### src/rtl/alu_issue_stage.sv
// Execute-issue stage: operand forwarding/selection and a registered valid/ready hand-off to the ALU.
// Build option ALU_ISSUE_SKID_EN adds a skid entry so d_ready can come straight from a flop.
module alu_issue_stage (
    input  logic        clock,
    input  logic        resetn,
    input  logic        flush,
    input  logic        d_valid,
    output logic        d_ready,
    input  logic [3:0]  d_aluc,
    input  logic [4:0]  d_rs,
    input  logic [4:0]  d_rt,
    input  logic [31:0] d_rs_val,
    input  logic [31:0] d_rt_val,
    input  logic [31:0] d_imm,
    input  logic [4:0]  d_sa,
    input  logic        d_shift,
    input  logic        d_aluimm,
    input  logic [4:0]  d_rn,
    input  logic        d_wreg,
    input  logic        ex_wreg,
    input  logic [4:0]  ex_rn,
    input  logic [31:0] ex_val,
    input  logic        mem_wreg,
    input  logic [4:0]  mem_rn,
    input  logic [31:0] mem_val,
    output logic        e_valid,
    input  logic        e_ready,
    output logic [31:0] e_a,
    output logic [31:0] e_b,
    output logic [3:0]  e_aluc,
    output logic [4:0]  e_rn,
    output logic        e_wreg
);

    // Entry layout: {a[31:0], b[31:0], aluc[3:0], rn[4:0], wreg}
    localparam int EW = 74;

    localparam logic [1:0] ST_EMPTY = 2'd0;
    localparam logic [1:0] ST_ONE   = 2'd1;

    logic [1:0]    state_q, state_d;
    logic [EW-1:0] out_q, out_d;
    logic [EW-1:0] in_entry;
    logic [31:0]   fwd_rs, fwd_rt;
    logic          xfer;

    // EX beats MEM; register 0 is hard-wired and never takes a bypass.
    always_comb begin
        fwd_rs = d_rs_val;
        if (d_rs != 5'd0 && ex_wreg && ex_rn == d_rs)
            fwd_rs = ex_val;
        else if (d_rs != 5'd0 && mem_wreg && mem_rn == d_rs)
            fwd_rs = mem_val;

        fwd_rt = d_rt_val;
        if (d_rt != 5'd0 && ex_wreg && ex_rn == d_rt)
            fwd_rt = ex_val;
        else if (d_rt != 5'd0 && mem_wreg && mem_rn == d_rt)
            fwd_rt = mem_val;

        in_entry = {(d_shift ? {27'b0, d_sa} : fwd_rs),
                    (d_aluimm ? d_imm : fwd_rt),
                    d_aluc, d_rn, d_wreg};
    end

    assign xfer    = d_valid & d_ready;
    assign e_valid = (state_q != ST_EMPTY);
    assign {e_a, e_b, e_aluc, e_rn, e_wreg} = out_q;

`ifdef ALU_ISSUE_SKID_EN
    localparam logic [1:0] ST_FULL = 2'd2;

    logic [EW-1:0] skid_q, skid_d;
    logic          d_ready_q, d_ready_d;

    assign d_ready = d_ready_q;

    always_comb begin
        state_d = state_q;
        out_d   = out_q;
        skid_d  = skid_q;
        if (flush) begin
            state_d = ST_EMPTY;
        end else begin
            case (state_q)
                ST_EMPTY: begin
                    if (xfer) begin
                        state_d = ST_ONE;
                        out_d   = in_entry;
                    end
                end
                ST_ONE: begin
                    if (e_ready && xfer) begin
                        out_d = in_entry;
                    end else if (e_ready) begin
                        state_d = ST_EMPTY;
                    end else if (xfer) begin
                        state_d = ST_FULL;
                        skid_d  = in_entry;
                    end
                end
                ST_FULL: begin
                    if (e_ready) begin
                        state_d = ST_ONE;
                        out_d   = skid_q;
                    end
                end
                default: state_d = ST_EMPTY;
            endcase
        end
        d_ready_d = (state_d != ST_FULL);
    end

    always_ff @(posedge clock or negedge resetn) begin
        if (!resetn) begin
            state_q   <= ST_EMPTY;
            out_q     <= '0;
            skid_q    <= '0;
            d_ready_q <= 1'b1;
        end else begin
            state_q   <= state_d;
            out_q     <= out_d;
            skid_q    <= skid_d;
            d_ready_q <= d_ready_d;
        end
    end
`else
    // Without a skid the stage can only accept when the output slot drains this cycle.
    assign d_ready = ~e_valid | e_ready;

    always_comb begin
        state_d = state_q;
        out_d   = out_q;
        if (flush) begin
            state_d = ST_EMPTY;
        end else begin
            case (state_q)
                ST_EMPTY: begin
                    if (xfer) begin
                        state_d = ST_ONE;
                        out_d   = in_entry;
                    end
                end
                ST_ONE: begin
                    if (xfer)
                        out_d = in_entry;
                    else if (e_ready)
                        state_d = ST_EMPTY;
                end
                default: state_d = ST_EMPTY;
            endcase
        end
    end

    always_ff @(posedge clock or negedge resetn) begin
        if (!resetn) begin
            state_q <= ST_EMPTY;
            out_q   <= '0;
        end else begin
            state_q <= state_d;
            out_q   <= out_d;
        end
    end
`endif

endmodule
### config.mk
export PLATFORM = sky130hd
export DESIGN_NAME = alu_issue_stage
export DESIGN_NICKNAME = d
export VERILOG_FILES = /design/src/rtl/alu_issue_stage.sv
export SDC_FILE = /design/constraint.sdc
export NUM_CORES = 1
export LEC_CHECK = 0
export BUFFER_PORTS_ARGS = -buffer_cell sky130_fd_sc_hd__buf_4
export CAP_MARGIN = 20
export CORE_AREA = 2 2 108 110
export CTS_CLUSTER_DIAMETER = 60
export DETAILED_ROUTE_END_ITERATION = 10
export DIE_AREA = 0 0 110 112
export GPL_TIMING_DRIVEN = 0
export PLACE_DENSITY = 0.77
export RECOVER_POWER = 100
export SLEW_MARGIN = 10
export SYNTH_ARGS = -nofsm -noshare
export SYNTH_HDL_FRONTEND = slang
export SYNTH_SLANG_ARGS = --single-unit
### constraint.sdc
create_clock -name clock -period 3.9 [get_ports clock]
set_input_delay 0.78 -clock clock [delete_from_list [all_inputs] [get_ports clock]]
set_output_delay 0.78 -clock clock [all_outputs]
set_load 0.01 [all_outputs]
======== Yosys cells after proc, flatten, opt, wreduce, memory -nomap -nowiden ========
Index checks and enable logic that the tools add are counted.
storage, ports and cells
  logic and storage cells ................. 40
  register bits after elaboration ......... 76
operators by class
  reductions and logical operators ........ 15
  bitwise logic cells ..................... 4
  equal/unequal tests ..................... 8
  multiplexer cells ....................... 11
operators with widths
  operator                                                         count
  32-bit 2-to-1 mux                                                6
  5-bit == test                                                    4
  5-bit nonzero test                                               2
  3-bit != test, second input constant                             3
  1-bit logical AND                                                8
  2-bit 2-to-1 mux                                                 4
  3-bit AND reduction                                              2
  2-bit one-hot mux with 2 select lines                            1
  2-bit by 1-bit == test with 1-bit output, second input constant  1
  2-bit logical NOT                                                1
  1-bit inverter                                                   2
  2-bit nonzero test                                               1
  2-bit OR reduction                                               1
  1-bit AND                                                        1
  1-bit bitwise OR                                                 1

======== Longest topological paths before layout ========
Gate-level depths: netlist (run 1).
  depth after elaboration ................. 7
  depth in mapped cells ................... 7
  gate-level depth less buffers ........... 5

======== Least setup slack after synthesis (run 1) ========
No wires, ideal clock.
  path kind ............................... input to register
  from .................................... input port d_rt[2]
  to ...................................... register out_q[12]
  path buffers ............................ 1
  cell stages on the path ................. 6
  arrival ................................. 2.221 ns
  slack ................................... 1.553 ns
  required time ........................... 3.774 ns
  cells stage by stage .................... or4_4 > nand2_2 > a211oi_4 > buf_6 > mux2_4 > a221o_1
on the way
  cells in the longest elaborated chain, start to end .. 6
  elaborated cells on any way between the ends .. 10
  classes of those cells .................. eq/ne: 2; mux: 3; reduce/logical: 5
RTL lines
  item                             line    text
  from (decl)                      11      input logic [4:0] d_rt,
  5-bit nonzero test               56, 58
  1-bit logical AND (2 in series)  58      else if (d_rt != 5'd0 && mem_wreg && mem_rn == d_rt)
  32-bit 2-to-1 mux                58
  32-bit 2-to-1 mux *              56      if (d_rt != 5'd0 && ex_wreg && ex_rn == d_rt)
  32-bit 2-to-1 mux *              62      (d_aluimm ? d_imm : fwd_rt),
  to (signal assigned)             161     out_q <= out_d;
  to (decl)                        42      logic [EW-1:0] out_q, out_d;
Mark *: on every way between the ends. The rest lies on a longest branch, timed or not.
A chain may end at the register's enable or synchronous reset.

======== Worst setup path after layout (run 1) ========
  from .................................... input port ex_rn[1]
  to ...................................... register out_q[66]
on the way
  cells in the longest elaborated chain, start to end .. 4
RTL lines
  item               line  text
  from (decl)        21    input logic [4:0] ex_rn,
  5-bit == test      50    if (d_rs != 5'd0 && ex_wreg && ex_rn == d_rs)
  1-bit logical AND  50
  32-bit 2-to-1 mux  50
  32-bit 2-to-1 mux  61    in_entry = {(d_shift ? {27'b0, d_sa} : fwd_rs),
Every way passes these cells.

==> reports/qor.yml, run 1 <==
outcome: "finished, violations left"
violations: "capacitance limit, slew limit"
cts_resized: 0
path_cells: "buf_4 > xnor2_1 > nand4_1 > nor4_1 > nand2b_1 > clkbuf_1 > o21ai_0"
drive_above_1_share_pct: 36.8
path_buf_inv: 2
path_class: "input pin to flop"
critPathCaptureType: "flop"
r2r_cells: 5
maxSlewViolCount: 76
clk_pin_slew_ns: 0.05
slew_headroom_pct: -26.5
setup_viol: 0
grt_pass1_vias: 4933
multi_input_area_um2: 2460
cts_tree: "built"
root_buffer: "clkbuf_16"
grt_max_degree: 76
post-route-period-util_pct: 81.3
synth_warnings: 0
p_sw_uw: 715
syn_nets: 644
totalWireLength_um: 17200
min-delay-start: "out_q[72]"
vias: 4841
drt_iter0_markers: 298
period_minus_slack_ns: 3.17
seq_power_share_pct: 38.9
r2r_start: "state_q[0]"
met3_usage_pct: 5.33
busiest_layer: "met2"
die-height_um: 112
drt-pass1-iter-count: 5
clockBufferDepth: 2
wl_per_cell_um: 19.6
cts_max_level: 3
clock.fmax_mhz: 315
start_util_pct: 40.5
required_ns: 4.08
antenna_cells: 0
gr-total-overflow: 0
core.rowCount: 39
ys_seq_elements: 75
startpoint_type: "input pin"
clock_power_share_pct: 34.5
slowest_stage: "nor4_1"
post-route-util_pct: 60.7
stdcell_count: 876
clk-insertion-delay-late_ns: 0.32
final_common_cell: "buf_4"
viasPerCell: 5.53
ir_drop_v: 0.000216
hold_buffers: 0
portBuffers: 278
p_sw_share_pct: 28.6
layout_common_cells: "buf_4 (198), clkbuf_1 (106), dfrtp_1 (75)"
max_cap_violations: 1
cts_inserted_buffers: 9
nFillCells: 1040
cp_max_fo: 10
netlist_area_um2: 4520
rsz0062_at_grt: "no"
clock_skew_ns: 0.00762
power.leakage_nw: 3.03
drc: 0
gr-usage-met2_pct: 46.9
die_area_um2: 12300
synth_area_leader_cell: "dfrtp_1"
hold_violations: 0
critPathLaunch: "ex_rn[1]"
hold_depth: 2
avgSynthCellArea_um2: 10.3
fp.coreArea_um2: 11200
slowest_delay_ns: 1.19
final.setup.tns_ns: 0
antenna_found_initial: 0
yosysUniqueCellTypes: 31
synthCells: 440
fin_nets: 933
pin_count: 280
synth_top_area_share_pct: 41.5
synth.yosys.seq_area_share_pct: 41.5
worstReg2RegEnd: "out_q[31]"
cts_setup_buffers: 0
comb_power_share_pct: 26.6
use_met1_pct: 31.8
tightest_slew_ns: 1.90
cp_top_family: "simple AND/OR/NAND/NOR gates"
min_to: "out_q[72]"
clock-sinks: 75
dp_hpwl_um: 13500
seqCellArea_um2: 1880
r2r_slack_ns: 1.29
grtUsageTotal_pct: 26.9
finalPower_mw: 2.50
power_density_nw_per_um2: 368
die_w_um: 110
ant_nets: 0
area_growth_pct: 50.0
numPlacedInstances: 861
gp_congestion: 0.942
grt_first_pass_wirelength_um: 25200
min_path_type: "flop to flop"
p_int_mw: 1.78
yosys-top-cells-area: "dfrtp_1 (41%), mux2_4 (10%), a221o_1 (7.1%)"
critPathArrivalTime_ns: 3.35
## synth_stat cells
cell type   n
inv_1       1
nor3_2      1
xor2_1      4
mux2_4     30
nand2b_1    2
a211oi_2    1
or4_4       1
a21oi_1     6
a221o_1    32
nand2_1    74
nor2_1     10
mux2_2     12
a32oi_1    27
nand3_1     7
dfrtp_1    75
buf_2       9
buf_1       1
nand3b_1    1
clkbuf_1   24
nor4_2      2
xnor2_1    14
o21ai_0    59
or3_1       1
a211oi_4    1
nor4_1      1
mux2i_1    32
or4_1       1
o211ai_1    5
nand4_1     2
nand2_2     1
buf_6       3
## per-layer routing
layer / share of wire (%) / up-vias
li1: - / 2228
met1: 39 / 2290
met2: 49 / 268
met3: 8.0 / 55
met4: 3.5 / 0
met5: 0 / -
## flip-flops by register name, indices dropped and copies added (netlist names)
signal and flops:
out_q 74, state_q 1
## power by group through the flow
stage,registers [mW],logic (mW),clock network [mW]
final,0.971,0.665,0.863
after global routing,0.984,0.724,0.915
after CTS,0.972,0.766,0.875
after detailed placement,0.983,0.765,0
after global placement,0.979,0.750,0
after floorplan,1.03,0.247,0
## final cells by class
class,instances,area share (%)
plain buffers,37,2.49
flip-flops and latches,75,27.7
repair buffers,278,26.4
inverters,1,0.0553
multi-input cells,327,36.2
clock inverters,5,1.16
clock buffers,10,3.37
well taps,143,2.64
## tightest hold or removal path: cells and delay by family (launching register included)
kind	cells	cell delay, ns
DFF	1	0.34
AOI/OAI and AO/OA	2	0.12
## cell families (layout without fill, tap and decap cells)
| kind of cell | Yosys count | in the layout | synth area share, % |
|---|---|---|---|
| AO/OA/AOI/OAI | 131 | 131 | 21.0 |
| XOR/XNOR | 18 | 18 | 3.48 |
| buffers and inverters | 38 | 331 | 3.90 |
| flip-flops | 75 | 75 | 41.5 |
| multiplexers | 74 | 74 | 20.0 |
| AND/OR/NAND/NOR | 104 | 104 | 10.1 |
## worst max-delay path by stage
| stage | end | slack, ns | cells after the start |
|---|---|---|---|
| CTS | out_q[66] | 1.17 | 7 |
| global placement | out_q[65] | 0.89 | 7 |
| floorplan | out_q[12] | 1.55 | 6 |
| detailed placement | out_q[70] | 0.83 | 7 |
| finish | out_q[66] | 0.73 | 7 |
| global route | out_q[16] | 0.57 | 7 |
## stage by stage
stage / hold WS, ns / worst slack (ns) / cell area [µm²]
after floorplan: 0.484 / 1.55 / 4520
after global placement: 0.472 / 0.888 / 6790
after detailed placement: 0.481 / 0.826 / 6790
after CTS: 0.495 / 1.17 / 7100
after global routing: 0.518 / 0.574 / 6790
final: 0.495 / 0.730 / 6790
No activity file was read; power rests on OpenSTA's default activity.
==> inputs of run 2 (changes only) <==
- CORE_AREA: 2 2 108 110 -> 2 2 111 113
- DIE_AREA: 0 0 110 112 -> 0 0 113 115
- PLACE_DENSITY: 0.77 -> 0.76
- clock period: 3.9 -> 2.8 ns (I/O delays scaled with it)
==> run 2 against run 1 <==
- critical path depth stayed put
- power is 43% higher
- critical path type unchanged
- highest routed layer unchanged
- the flow finishes with violations (DRC, capacitance limit, slew limit)
- utilization shrank 2.9 points
==> reports/qor.yml, run 2 (synthesis results as in run 1) <==
start_util_pct: 38.3  # was 40.5%
fp.coreArea_um2: 11800  # was 11200 µm²
period_minus_slack_ns: 2.58
grtUsageTotal_pct: 26.2  # was 26.9%
preCtsSetupSlack_ns: -0.0263  # was 0.826 ns
cts_resized: 0  # unchanged
layout_common_cells: "buf_4 (199), clkbuf_1 (102), dfrtp_1 (75)"  # was buf_4 (198), clkbuf_1 (106), dfrtp_1 (75)
antenna_found_initial: 0  # unchanged
hold_violations: 0  # unchanged
vias: 4869  # was 4841
drt-pass1-iter-count: 8  # was 5
seqCellArea_um2: 1880  # unchanged
slew_headroom_pct: -25.5  # was -26.5%
cts_inserted_buffers: 9  # unchanged
violations: "DRC, capacitance limit, slew limit"  # was capacitance limit, slew limit
clock_skew_ns: 0.00797  # was 0.00762 ns
totalWireLength_um: 17500  # was 17200 µm
post-route-period-util_pct: 92.0
setup_viol: 0  # unchanged
drt_iter0_markers: 369  # was 298
clk-insertion-delay-late_ns: 0.32  # about the same
required_ns: 3.05  # was 4.08 ns
power.leakage_nw: 3.06  # was 3.03 nW
ir_drop_v: 0.000299  # was 0.000216 V
fin_nets: 933  # unchanged
rsz0062_at_grt: "no"  # unchanged
r2r_cells: 5  # unchanged
final_common_cell: "buf_4"  # unchanged
core.rowCount: 40  # was 39
critPathArrivalTime_ns: 2.83  # was 3.35 ns
grt_pass1_vias: 5121  # was 4933
largest_reg_flops: 74  # unchanged
clockBufferDepth: 2  # unchanged
crit_cells: 7  # unchanged
cts_tree: "built"  # unchanged
viasPerCell: 5.53  # about the same
outcome: "finished, violations left"  # unchanged
post-route-util_pct: 57.8  # was 60.7%
gr-total-overflow: 0  # unchanged
portBuffers: 278  # unchanged
clk_pin_slew_ns: 0.06  # was 0.05 ns
ant_nets: 0  # unchanged
power_density_nw_per_um2: 525  # was 368 nW/µm²
min_path_type: "input pin to flop"  # was flop to flop
maxSlewViolCount: 76  # unchanged
grt_first_pass_wirelength_um: 26600  # was 25200 µm
path_class: "input pin to flop"  # unchanged
nFillCells: 1100  # was 1040
clock-sinks: 75  # unchanged
path_cells: "buf_4 > xnor2_1 > nand4_1 > or3_1 > nor4_1 > buf_2 > a221o_1"  # was buf_4 > xnor2_1 > nand4_1 > nor4_1 > nand2b_1 > clkbuf_1 > o21ai_0
hold_depth: 2  # unchanged
clock.fmax_mhz: 388
antenna_cells: 0  # unchanged
startpoint_type: "input pin"  # unchanged
cp_top_family: "simple AND/OR/NAND/NOR gates"  # unchanged
cts_setup_buffers: 0  # unchanged
critPathCaptureType: "flop"  # unchanged
path_buf_inv: 2  # unchanged
cts_max_level: 3  # unchanged
regMostFlops: "out_q"  # unchanged
gp_congestion: 0.859  # was 0.942
placed_area_um2: 6800  # was 6790 µm²
max_cap_violations: 1  # unchanged
slowest_delay_ns: 0.85  # was 1.19 ns
whs_ns: 0.389  # was 0.495 ns
area_growth_pct: 50.9  # was 50.0%
slowest_stage: "nor4_1"  # unchanged
dp_hpwl_um: 13800  # was 13500 µm
cp_max_fo: 10  # unchanged
drc: 18  # was 0
fin_ws_ns: 0.224  # was 0.730 ns
grt_max_degree: 76  # unchanged
final.setup.tns_ns: 0  # unchanged
hold_buffers: 0  # unchanged
pin_count: 280  # unchanged
finalInstanceArea_um2: 6830  # was 6790 µm²
die_area_um2: 13000  # was 12300 µm²
multi_input_area_um2: 2460  # about the same
drive_above_1_share_pct: 37.5  # was 36.8%
largestRegisters: "out_q (74), state_q (1)"  # unchanged
tightest_slew_ns: 1.88  # was 1.90 ns
root_buffer: "clkbuf_16"  # unchanged
die_w_um: 113  # was 110 µm
die-height_um: 115  # was 112 µm
wl_per_cell_um: 19.8  # was 19.6 µm
==> run 2: area by class of cell <==
cell class | instances | area share [%]
buffer | 37 | 2.53
timing repair buffer | 278 | 26.3
clock inverter | 5 | 1.50
sequential | 75 | 27.5
tap | 147 | 2.69
multi-input combinational | 327 | 36.1
inverter | 1 | 0.0550
clock buffer | 10 | 3.35
==> run 2: final timing paths <==
path / startpoint / end / slack, ns
max: d_rt[4] / out_q[37] / 0.22
min: flush / state_q[0] / 0.39
max reg2reg: state_q[0] / out_q[37] / 0.35
min reg2reg: out_q[72] / out_q[72] / 0.49
max in group asynchronous: resetn / out_q[72] / 0.93
min in group asynchronous: resetn / out_q[20] / 0.76
==> run 2: metal layers <==
layer / GRT usage [%] / vias up / share of wire, %
li1: - / 2232 / -
met1: 31.2 / 2345 / 38
met2: 47.5 / 263 / 51
met3: 4.59 / 29 / 7.8
met4: 9.35 / 0 / 2.3
met5: 0 / - / 0
==> run 2: through the flow <==
step	total power, mW	std cells
finish	3.59	880
global route	3.74	880
CTS	3.74	880
detailed placement	2.44	865
global placement	2.41	865
floorplan	1.78	440
==> run 2: power by group <==
part / internal, mW / total [mW] / switching, mW
Combinational: 0.460 / 0.934 / 0.474
Clock: 0.865 / 1.30 / 0.436
Sequential: 1.25 / 1.35 / 0.0994
==> inputs of run 3 (changes only) <==
- RECOVER_POWER: 100 -> default
==> run 3 against run 2 <==
- the run ends with DRC left
- fmax is 4.4% higher
- clock-buffer cell count stayed put
- power is 4.1% higher
- register-to-register slack better by 0.14 ns
- worst hold slack worse by 0.0057 ns
- cell area is 4.4% higher
- combinational power is 15% higher
- via count is 0.18% lower
- critical path depth stayed put
==> reports/qor.yml, run 3 (synthesis results as in run 1) <==
hold_violations: 0  # unchanged
cts_max_level: 3  # unchanged
die_w_um: 113  # unchanged
grtUsageTotal_pct: 26.2  # unchanged
path_class: "input pin to flop"  # unchanged
clk-insertion-delay-late_ns: 0.33  # was 0.32 ns
final_common_cell: "buf_4"  # unchanged
gr-total-overflow: 0  # unchanged
regMostFlops: "out_q"  # unchanged
startpoint_type: "input pin"  # unchanged
drive_above_1_share_pct: 48.2  # was 37.5%
tightest_slew_ns: 0.962  # was 1.88 ns
largest_reg_flops: 74  # unchanged
grt_pass1_vias: 5121  # unchanged
start_util_pct: 38.3  # unchanged
cp_max_fo: 10  # unchanged
min-delay-start: "flush"  # unchanged
drt-pass1-iter-count: 9  # was 8
slowest_stage: "nor4_2"  # was nor4_1
clock_power_share_pct: 35.0  # was 36.3%
clk_pin_slew_ns: 0.06  # about the same
p_sw_mw: 1.02  # was 1.01 mW
pin_count: 280  # unchanged
clock_skew_ns: 0.00991  # was 0.00797 ns
drc: 18  # unchanged
cp_top_family: "simple AND/OR/NAND/NOR gates"  # unchanged
dp_hpwl_um: 13800  # unchanged
max_cap_violations: 0  # was 1
r2r_cells: 6  # was 5
grt_max_degree: 76  # unchanged
vias: 4860  # was 4869
path_buf_inv: 2  # unchanged
gp_congestion: 0.859  # unchanged
nFillCells: 1013  # was 1100
r2r_start: "state_q[0]"  # unchanged
maxSlewViolCount: 0  # was 76
portBuffers: 278  # unchanged
clock.fmax_mhz: 405  # was 388 MHz
root_buffer: "clkbuf_16"  # unchanged
drt_iter0_markers: 412  # was 369
rsz0062_at_grt: "no"  # unchanged
path_cells: "buf_4 > xnor2_1 > nand4_1 > nor4_2 > nand2b_1 > clkbuf_1 > o21ai_0"  # was buf_4 > xnor2_1 > nand4_1 > or3_1 > nor4_1 > buf_2 > a221o_1
totalWireLength_um: 17500  # about the same
power_density_nw_per_um2: 524  # was 525 nW/µm²
min_to: "state_q[0]"  # unchanged
hold_depth: 2  # unchanged
ant_nets: 0  # unchanged
layout_common_cells: "buf_4 (278), dfrtp_1 (75), nand2_1 (74)"  # was buf_4 (199), clkbuf_1 (102), dfrtp_1 (75)
clock-sinks: 75  # unchanged
die-height_um: 115  # unchanged
core.rowCount: 40  # unchanged
critPathArrivalTime_ns: 2.65  # was 2.83 ns
worstReg2RegEnd: "out_q[12]"  # was out_q[37]
comb_power_share_pct: 28.7  # was 26.0%
fin_nets: 933  # unchanged
cts_setup_buffers: 0  # unchanged
slew_headroom_pct: 35.9  # was -25.5%
area_growth_pct: 57.5  # was 50.9%
violations: "DRC"  # was DRC, capacitance limit, slew limit
largestRegisters: "out_q (74), state_q (1)"  # unchanged
wl_per_cell_um: 19.8  # about the same
period_minus_slack_ns: 2.47  # was 2.58 ns
clockBufferDepth: 2  # unchanged
seq_power_share_pct: 36.3  # was 37.7%
numPlacedInstances: 865  # unchanged
antenna_found_initial: 0  # unchanged
p_int_mw: 2.71  # was 2.58 mW
die_area_um2: 13000  # unchanged
cts_resized: 0  # unchanged
hold_buffers: 0  # unchanged
post-route-period-util_pct: 88.1  # was 92.0%
viasPerCell: 5.52  # was 5.53
setup_viol: 0  # unchanged
power.leakage_nw: 3.36  # was 3.06 nW
p_sw_share_pct: 27.3  # was 28.1%
stdcell_count: 880  # unchanged
cts_inserted_buffers: 9  # unchanged
ir_drop_v: 0.000299  # about the same
critPathCaptureType: "flop"  # unchanged
cts_tree: "built"  # unchanged
grt_first_pass_wirelength_um: 26600  # unchanged
slowest_delay_ns: 0.74  # was 0.85 ns
fp.coreArea_um2: 11800  # unchanged
antenna_cells: 0  # unchanged
final.setup.tns_ns: 0  # unchanged
outcome: "finished, violations left"  # unchanged
min_path_type: "input pin to flop"  # unchanged
required_ns: 2.98  # was 3.05 ns
r2r_slack_ns: 0.49  # was 0.35 ns
run 3: changes by cell type in the layout (fill, tap and decap cells not counted), sizes merged:
cell and change:
clkbuf -80, buf +80
run 3: worst max path at each step:
stage,startpoint,to,slack (ns),depth (start not counted)
after floorplan,d_rt[2],out_q[12],0.67,6
after global placement,ex_rn[1],out_q[69],0.05,7
after detailed placement,ex_rn[2],out_q[67],-0.03,7
after CTS,ex_rn[1],out_q[67],0.32,7
after global routing,ex_rn[1],out_q[67],0.14,7
final,ex_rn[1],out_q[70],0.33,7
run 3: final cells by class:
cell class | instances | area [µm²] | area share (%)
clock inverters | 5 | 103 | 1.44
well taps | 147 | 184 | 2.58
repair buffers | 278 | 2090 | 29.3
plain buffers | 37 | 173 | 2.42
inverters | 1 | 3.75 | 0.0527
flip-flops and latches | 75 | 1880 | 26.3
clock buffers | 10 | 229 | 3.21
multi-input cells | 327 | 2470 | 34.7
run 3: per-layer routing:
metal	wire (µm)	share of wire, %	GRT usage [%]
met1	6720	39	31.2
met5	0	0	0
met4	408	2.3	9.35
met3	1340	7.6	4.59
met2	8990	51	47.5
run 3: metrics by stage:
step,cell area [µm²],power [mW],setup slack [ns],util [%],hold slack [ns]
finish,7130,3.73,0.332,60.3,0.383
global route,7130,3.88,0.135,60.3,0.387
CTS,7130,3.74,0.324,60.3,0.376
detailed placement,6800,2.44,-0.0263,57.5,0.481
global placement,6800,2.41,0.0547,57.5,0.475
floorplan,4520,1.78,0.673,-,0.264
run 3: power groups by stage:
stage | Clock (mW) | Combinational, mW | Sequential, mW
final | 1.31 | 1.07 | 1.35
after global routing | 1.36 | 1.15 | 1.37
after CTS | 1.32 | 1.07 | 1.35
after detailed placement | 0 | 1.07 | 1.37
after global placement | 0 | 1.05 | 1.36
after floorplan | 0 | 0.345 | 1.44
